### src/rtl/atomrvcore_fetch_ctrl.sv
// Instruction fetch controller: issues one outstanding imem request at a time,
// buffers responses with their PC for decode, and drops responses killed by redirects.
module atomrvcore_fetch_ctrl #(
    parameter int unsigned DATAWIDTH  = 32,
    parameter int unsigned FIFO_DEPTH = 2
) (
    input  logic                 clk_i,
    input  logic                 rst_i,
    input  logic [DATAWIDTH-1:0] fetch_pc_i,
    input  logic                 branch_i,
    input  logic [DATAWIDTH-1:0] branch_target_i,
    output logic                 ifu_be_o,
    output logic [DATAWIDTH-1:0] ifu_pc_o,
    output logic                 ifu_stall_o,
    output logic                 imem_req_o,
    output logic [DATAWIDTH-1:0] imem_addr_o,
    input  logic                 imem_gnt_i,
    input  logic                 imem_rvalid_i,
    input  logic [DATAWIDTH-1:0] imem_rdata_i,
    output logic                 instr_valid_o,
    output logic [DATAWIDTH-1:0] instr_o,
    output logic [DATAWIDTH-1:0] instr_pc_o,
    input  logic                 instr_ready_i,
    output logic [7:0]           drop_cnt_o
);

    localparam int unsigned PTR_W = $clog2(FIFO_DEPTH);
    localparam int unsigned CNT_W = $clog2(FIFO_DEPTH + 1);

    typedef enum logic [1:0] {IDLE, REQ, WAIT, HOLD} state_e;

    state_e               state_q, state_d;
    logic                 discard_q, discard_d;
    logic [DATAWIDTH-1:0] req_pc_q, req_pc_d;
    logic [7:0]           drop_cnt_q, drop_cnt_d;

    logic [PTR_W-1:0]     wr_ptr_q, rd_ptr_q;
    logic [CNT_W-1:0]     cnt_q;
    logic [DATAWIDTH-1:0] pc_mem_q   [FIFO_DEPTH];
    logic [DATAWIDTH-1:0] data_mem_q [FIFO_DEPTH];

    logic                 push, pop, drop;
    logic [CNT_W-1:0]     occ_after;

    // A redirect hides the head from decode and kills any response arriving with it.
    always_comb begin
        instr_valid_o = (cnt_q != '0) && !branch_i;
        pop           = instr_valid_o && instr_ready_i;
        push          = 1'b0;
        drop          = 1'b0;
        if (state_q == WAIT && imem_rvalid_i) begin
            if (discard_q || branch_i) drop = 1'b1;
            else                       push = 1'b1;
        end
        occ_after = cnt_q + CNT_W'(push) - CNT_W'(pop);
    end

    always_comb begin
        state_d    = state_q;
        discard_d  = discard_q;
        req_pc_d   = req_pc_q;
        drop_cnt_d = drop_cnt_q;
        if (drop && drop_cnt_q != 8'hFF) drop_cnt_d = drop_cnt_q + 8'd1;
        case (state_q)
            IDLE: state_d = REQ;
            REQ: begin
                if (imem_gnt_i) begin
                    req_pc_d  = fetch_pc_i;
                    discard_d = branch_i;
                    state_d   = WAIT;
                end
            end
            WAIT: begin
                if (imem_rvalid_i) begin
                    discard_d = 1'b0;
                    if (drop || occ_after < CNT_W'(FIFO_DEPTH)) state_d = REQ;
                    else                                        state_d = HOLD;
                end else if (branch_i) begin
                    discard_d = 1'b1;
                end
            end
            HOLD: begin
                if (branch_i || occ_after < CNT_W'(FIFO_DEPTH)) state_d = REQ;
            end
            default: state_d = IDLE;
        endcase
    end

    always_ff @(posedge clk_i or posedge rst_i) begin
        if (rst_i) begin
            state_q    <= IDLE;
            discard_q  <= 1'b0;
            req_pc_q   <= '0;
            drop_cnt_q <= '0;
        end else begin
            state_q    <= state_d;
            discard_q  <= discard_d;
            req_pc_q   <= req_pc_d;
            drop_cnt_q <= drop_cnt_d;
        end
    end

    // Buffer pointers; a redirect empties the buffer at the edge.
    always_ff @(posedge clk_i or posedge rst_i) begin
        if (rst_i) begin
            wr_ptr_q <= '0;
            rd_ptr_q <= '0;
            cnt_q    <= '0;
        end else if (branch_i) begin
            wr_ptr_q <= '0;
            rd_ptr_q <= '0;
            cnt_q    <= '0;
        end else begin
            if (push) wr_ptr_q <= wr_ptr_q + PTR_W'(1);
            if (pop)  rd_ptr_q <= rd_ptr_q + PTR_W'(1);
            cnt_q <= occ_after;
        end
    end

    always_ff @(posedge clk_i) begin
        if (push) begin
            pc_mem_q[wr_ptr_q]   <= req_pc_q;
            data_mem_q[wr_ptr_q] <= imem_rdata_i;
        end
    end

    always_comb begin
        ifu_be_o    = branch_i;
        ifu_pc_o    = branch_i ? branch_target_i : '0;
        imem_req_o  = (state_q == REQ);
        imem_addr_o = imem_req_o ? fetch_pc_i : '0;
        ifu_stall_o = !(imem_req_o && imem_gnt_i);
        instr_o     = data_mem_q[rd_ptr_q];
        instr_pc_o  = pc_mem_q[rd_ptr_q];
        drop_cnt_o  = drop_cnt_q;
    end

endmodule

### config.mk
export PLATFORM = sky130hd
export DESIGN_NAME = atomrvcore_fetch_ctrl
export DESIGN_NICKNAME = d
export VERILOG_FILES = /design/src/rtl/atomrvcore_fetch_ctrl.sv
export SDC_FILE = /design/constraint.sdc
export NUM_CORES = 1
export LEC_CHECK = 0
export BUFFER_PORTS_ARGS = -buffer_cell sky130_fd_sc_hd__buf_4
export CAP_MARGIN = 15
export CORE_UTILIZATION = 50
export DETAILED_ROUTE_END_ITERATION = 16
export PLACE_DENSITY = 0.8
export SLEW_MARGIN = 30
export SYNTH_ARGS = -nofsm -noshare
export SYNTH_HDL_FRONTEND = slang
export SYNTH_SLANG_ARGS = --single-unit
### constraint.sdc
create_clock -name clk_i -period 8.5 [get_ports clk_i]
set_input_delay 0.85 -clock clk_i [delete_from_list [all_inputs] [get_ports clk_i]]
set_output_delay 0.85 -clock clk_i [all_outputs]
set_load 0.01 [all_outputs]
==> impl_metrics.yaml, run 1 <==
critical_path:
  crit_path_max_incr_delay_ps: 580
  crit_path_max_fanout: 38
  worst_path_most_repeated_cell: "buf_4"
  r2r-start: "state_q[0]"
  crit_type: "reg2out"
  critical_path_arrival_ps: 2370
  crit_chain: "inv_1 -> ha_1 -> buf_4 -> nand2_2 -> buf_4"
  cp-start-kind: "register"
  slowest_stage: "nand2_2"
  worstSetupStartpoint: "state_q[1]"
  required_ps: 7650
  r2r_setup_slack_ps: 5690
  end_kind: "output pin"
placement:
  gp_congestion: 0.8032
  dp_hpwl_mm: 9.545
  portBuffers: 241
  place_ws_ps: 5462
  placedCellCount: 827
routing:
  via_count: 4367
  drt-wirelength-per-cell_um: 16.48
  drtIter0Drc: 272
  drc: 0
  via_per_inst: 5.090
  ant_nets: 0
  firstDrtPassIters: 4
  drt_wl_total_mm: 14.14
die:
  die_width_um: 120.8
  die_h_um: 120.8
  ios: 242
  placementRows: 43
  initial_core_util_pct: 51.01
  dieArea_um2: 14590
  core-area_um2: 13830
synthesis:
  yosysWarningCount: 0
  synth_top_cell_by_area: "edfxtp_1"
  synthTopCellsByArea: "edfxtp_1 (54%), dfrtp_1 (17%), mux2_2 (15%), and2_1 (5.8%), ha_1 (1.2%)"
  seq_area_frac_synth_pct: 71.17
  ys_ff_latch: 175
  synth_cell_type_count: 31
  synthArstFlopShare_pct: 26.86
  synth_edf_count: 128
  syn_inst: 422
  synthesis.area_um2: 7053
  synth_top_area_share_pct: 54.50
  ys.flop_type: "edfxtp_1"
  syn_nets: 531
  avgSynthCellArea_um2: 16.71
  synth_commonest_cells: "edfxtp_1 (128), mux2_2 (97), and2_1 (65)"
  synthMostInstantiatedCell: "edfxtp_1"
status:
  status: "complete, no violations"
timing:
  skew_ps: 5.862
  relSlewSlack_pct: 42.19
  tightest_slew_ps: 867.1
  slew_violations: 0
  max_freq_mhz: 310.6
  fin_tns_setup_ps: 0
  min_period_ps: 3220
  rsz0062_at_grt: "no"
  whs_ps: 461.5
  layout_setup_ws_ps: 5280
  hold_violations: 0
  setup_viol: 0
  finalCritPeriodShare_pct: 37.88
finish:
  drive_above_1_share_pct: 55.01
  fillers: 983
  multi_input_area_um2: 1929
  fin_cells: 858
  insertedDiodeCount: 0
  regArea_um2: 5021
  fin_nets: 775
  area_growth_pct: 36.08
pwr:
  leakagePower_nw: 3.947
  powerDensity_nw_per_um2: 251.3
  max-vdd-ir-drop_uv: 142.2
clock_tree:
  cts_buffers: 17
  cts.sinks: 175
  ctsResizeCount: 0
  clkSlewWorstSetupHoldPaths_ps: 60
  clock_latency_ps: 420
  postCtsHoldBufs: 0
  postCtsSetupBuffers: 0
  cts_tree: "built"
  htree_levels: 4
  clockRootBuffer: "clkbuf_16"
  clockBufferDepth: 2
global_routing:
  overflow: 0
  grt_pass1_wl_mm: 21.49
  grt_pass1_vias: 4449
  grt_max_degree: 65
  grt_usage_pct: 20.17
  antenna_found_initial: 0
min_path:
  worstHoldStart: "req_pc_q[13]"
  min_path_type: "reg2reg"
job:
  cap_violations: 0
==> logic make-up after synthesis <==
| group | count (synthesis) | share of synthesized area [%] |
|---|---|---|
| DFF | 175 | 71.17 |
| muxes | 100 | 15.91 |
| and+or+nand+nor | 91 | 7.575 |
| buffers and inverters | 28 | 1.721 |
| AOI/OAI and AO/OA | 15 | 1.437 |
| adders and majority gates | 7 | 1.242 |
| xor gates and xnor gates | 6 | 0.9402 |
==> per-layer routing <==
| metal | track usage (%) | part of all wire (%) | vias up |
|---|---|---|---|
| li1 | - | - | 2027 |
| met1 | 21.39 | 38 | 2129 |
| met2 | 36.53 | 53 | 191 |
| met3 | 6.179 | 7.0 | 20 |
| met4 | 9.259 | 2.1 | 0 |
| met5 | 0 | 0 | - |
==> sequential cells by signal (all words and copies together) (netlist names) <==
signal and cells:
cnt_q 2, data_mem_q 64, discard_q 1, drop_cnt_o 8
pc_mem_q 64, rd_ptr_q 1, req_pc_q 32, state_q 2
wr_ptr_q 1
==> placed cells by master, fill, tap and decap left out, types with 6 or more instances in the layout <==
cell type / instances
buf_4: 245
edfxtp_1: 128
mux2_2: 97
and2_1: 65
dfrtp_1: 46
clkbuf_16: 17
inv_1: 7
ha_1: 7
nor2_1: 6
==> power by group <==
group | internal (mW) | switching (mW) | leakage, nW
sequential | 1.07 | 0.0753 | 1.73
clock | 0.426 | 0.300 | 0.262
combinational | 0.296 | 0.246 | 1.96
==> metrics by stage <==
step | power, mW | utilization, % | area, um^2
floorplan | 1.450 | - | 7053
global placement | 1.680 | 65.41 | 9045
detailed placement | 1.712 | 65.43 | 9047
CTS | 2.432 | 69.41 | 9598
global route | 2.524 | 69.41 | 9598
finish | 2.412 | 69.41 | 9598
==> critical path, delay by kind of cell (launching register included) <==
family,cells,cell delay [ps]
adders and majority gates,1,140
buffers and inverters,3,810
and+or+nand+nor,1,580
DFF,1,410
==> path summary, 6_finish.rpt <==
kind                                    to  depth (start not counted)
setup / recovery               ifu_stall_o                          5
hold / removal             pc_mem_q[0][13]                          0
setup reg to reg                state_q[1]                         11
hold reg to reg            pc_mem_q[0][13]                          0
max in group asynchronous         rd_ptr_q                          2
min in group asynchronous      req_pc_q[6]                          2
==> cell type report <==
cell class,instances,area share [%]
inverters,8,0.3389
clock inverters,13,1.264
well taps,180,2.346
repair buffers,245,19.16
clock buffers,18,4.471
multi-input cells,219,20.10
flip-flops and latches,175,52.31
(Power assumes the default switching activity.)
==> inputs of run 2 (changes only) <==
==> constraint.sdc (replaced) <==
create_clock -name clk_i -period 3.1 [get_ports clk_i]
set_input_delay 0.31 -clock clk_i [delete_from_list [all_inputs] [get_ports clk_i]]
set_output_delay 0.31 -clock clk_i [all_outputs]
set_load 0.01 [all_outputs]
==> run 2 against run 1 <==
Combinational power increased to 2.8 times the previous value; via count up 1.9%; sequential power grew to 2.8 times the previous value; final area grew 0.89%; worst hold slack worse by 390 ps; total power grew to 2.8 times the previous value; first-iteration DRC count decreased by 4.8%; routed wire length up 8.0%; clock power increased to 2.8 times the previous value; count of clock-buffer cells in the layout increased by 6; sequential share of layout area shrank 0.46 points; largest power group unchanged.
==> impl_metrics.yaml, run 2 (same netlist as run 1, synthesis figures left out) <==
timing:
  finalCritPeriodShare_pct: 92.92
  slew_violations: 0
  skew_ps: 9.489
  hold_violations: 0
  max_freq_mhz: 347.2
  rsz0062_at_grt: "no"
  tightest_slew_ps: 898.9
  setup_viol: 0
  relSlewSlack_pct: 39.86
  layout_setup_ws_ps: 219.6
  min_period_ps: 2880
routing:
  drtIter0Drc: 259
  ant_nets: 0
  via_per_inst: 5.165
  drc: 0
  via_count: 4452
  firstDrtPassIters: 4
  drt_wl_total_mm: 15.27
  drt-wirelength-per-cell_um: 17.71
global_routing:
  grt_pass1_vias: 4498
  overflow: 0
  antenna_found_initial: 0
  grt_usage_pct: 21.43
  grt_max_degree: 65
  grt_pass1_wl_mm: 22.77
die:
  ios: 242
  core-area_um2: 13830
  die_h_um: 120.8
  die_width_um: 120.8
  initial_core_util_pct: 51.01
  placementRows: 43
  dieArea_um2: 14590
min_path:
  whs_path_depth: 1
  min_path_type: "in2reg"
clock_tree:
  clockRootBuffer: "clkbuf_16"
  cts_buffers: 17
  cts.sinks: 175
  clkSlewWorstSetupHoldPaths_ps: 60
  htree_levels: 4
  clockBufferDepth: 2
  cts_tree: "built"
  ctsResizeCount: 0
  clock_latency_ps: 430
finish:
  fillers: 939
  design_area_um2: 9683
  drive_above_1_share_pct: 55.43
  final_common_cell: "buf_4"
  top_regs: "data_mem_q x64, pc_mem_q x64, req_pc_q x32"
  finish.utilization_pct: 70.03
  insertedDiodeCount: 0
  final_cell_mix: "buf_4 (244), edfxtp_1 (128), mux2_2 (97)"
  area_growth_pct: 37.29
  fin_nets: 778
placement:
  dp_hpwl_mm: 10.33
  place_ws_ps: 223.6
  portBuffers: 241
  gp_congestion: 0.9098
  placed_area_um2: 9100
critical_path:
  required_ps: 3440
  critical_path_arrival_ps: 3220
  end_kind: "register"
  crit_path_max_fanout: 7
  crit_type: "reg2reg"
  r2r_cells: 11
  cp-start-kind: "register"
status:
  status: "complete, no violations"
pwr:
  power_mw: 6.668
  max-vdd-ir-drop_uv: 703.7
  powerDensity_nw_per_um2: 688.7
  leakagePower_nw: 3.984
job:
  cap_violations: 0
-- run 2: cell types whose count changed in the layout (fill, tap and decap cells not counted), sizes merged --
cell         previous run  this run
bufinv                  2         1
buf                   245       247
clkinv                  7         5
clkbuf                 18        24
inv                     9         8
dlygate4sd3             0         1
clkinvlp                3         2
-- run 2: final cells by class --
| type | count | area (um^2) | area share (%) |
|---|---|---|---|
| flip-flops and latches | 175 | 5021 | 51.85 |
| multi-input cells | 219 | 1929 | 19.93 |
| repair buffers | 248 | 1902 | 19.64 |
| clock buffers | 24 | 491.7 | 5.078 |
| well taps | 180 | 225.2 | 2.326 |
| clock inverters | 8 | 81.33 | 0.8399 |
| inverters | 8 | 32.53 | 0.3360 |
-- run 2: per-layer routing --
metal	part of all wire, %	vias to the layer above	wire (um)	track usage [%]
li1	-	2037	-	-
met1	37	2181	5585	22.97
met2	53	215	8107	38.25
met3	8.3	19	1274	7.736
met4	2.0	0	303	8.488
met5	0	-	0	0
-- run 2: what timing repair did --
item                                    in CTS  in global routing
hold endpoints to repair                    47                  0
buffers inserted                             0                  0
endpoints found under the setup margin       0                  0
hold buffers                                 1                  0
-- run 2: where the power goes --
part	total (mW)	switching [mW]	internal (mW)
clock network	2.02	0.830	1.19
logic	1.51	0.685	0.821
registers	3.14	0.211	2.93
total	6.67	1.73	4.94
-- run 2: final timing paths --
| path | from | endpoint | slack, ps |
|---|---|---|---|
| worst max-delay path | state_q[0] | state_q[0] | 220 |
| worst min-delay path | imem_rdata_i[19] | data_mem_q[0][19] | 70 |
| worst max register to register | state_q[0] | state_q[0] | 220 |
| worst min register to register | req_pc_q[9] | pc_mem_q[0][9] | 470 |
| max in group asynchronous | rst_i | rd_ptr_q | 2090 |
| min in group asynchronous | rst_i | req_pc_q[24] | 530 |
-- run 2: critical path, stage by stage (launching register included) --
cell and delay [ps]:
dfrtp_1 410, inv_1 100, ha_1 280, nand2_1 130, or3_1 440, ha_1 330
inv_1 50, ha_1 190, xnor3_1 230, nor2_1 70, a221o_1 370, mux2i_1 190
-- run 2: through the flow --
step | instances | hold WS (ps) | setup TNS [ps]
floorplan | 422 | 387.8 | -22930
global placement | 829 | 442.2 | 0
detailed placement | 829 | 449.1 | 0
CTS | 862 | 46.98 | 0
global route | 862 | 45.45 | 0
finish | 862 | 67.20 | 0
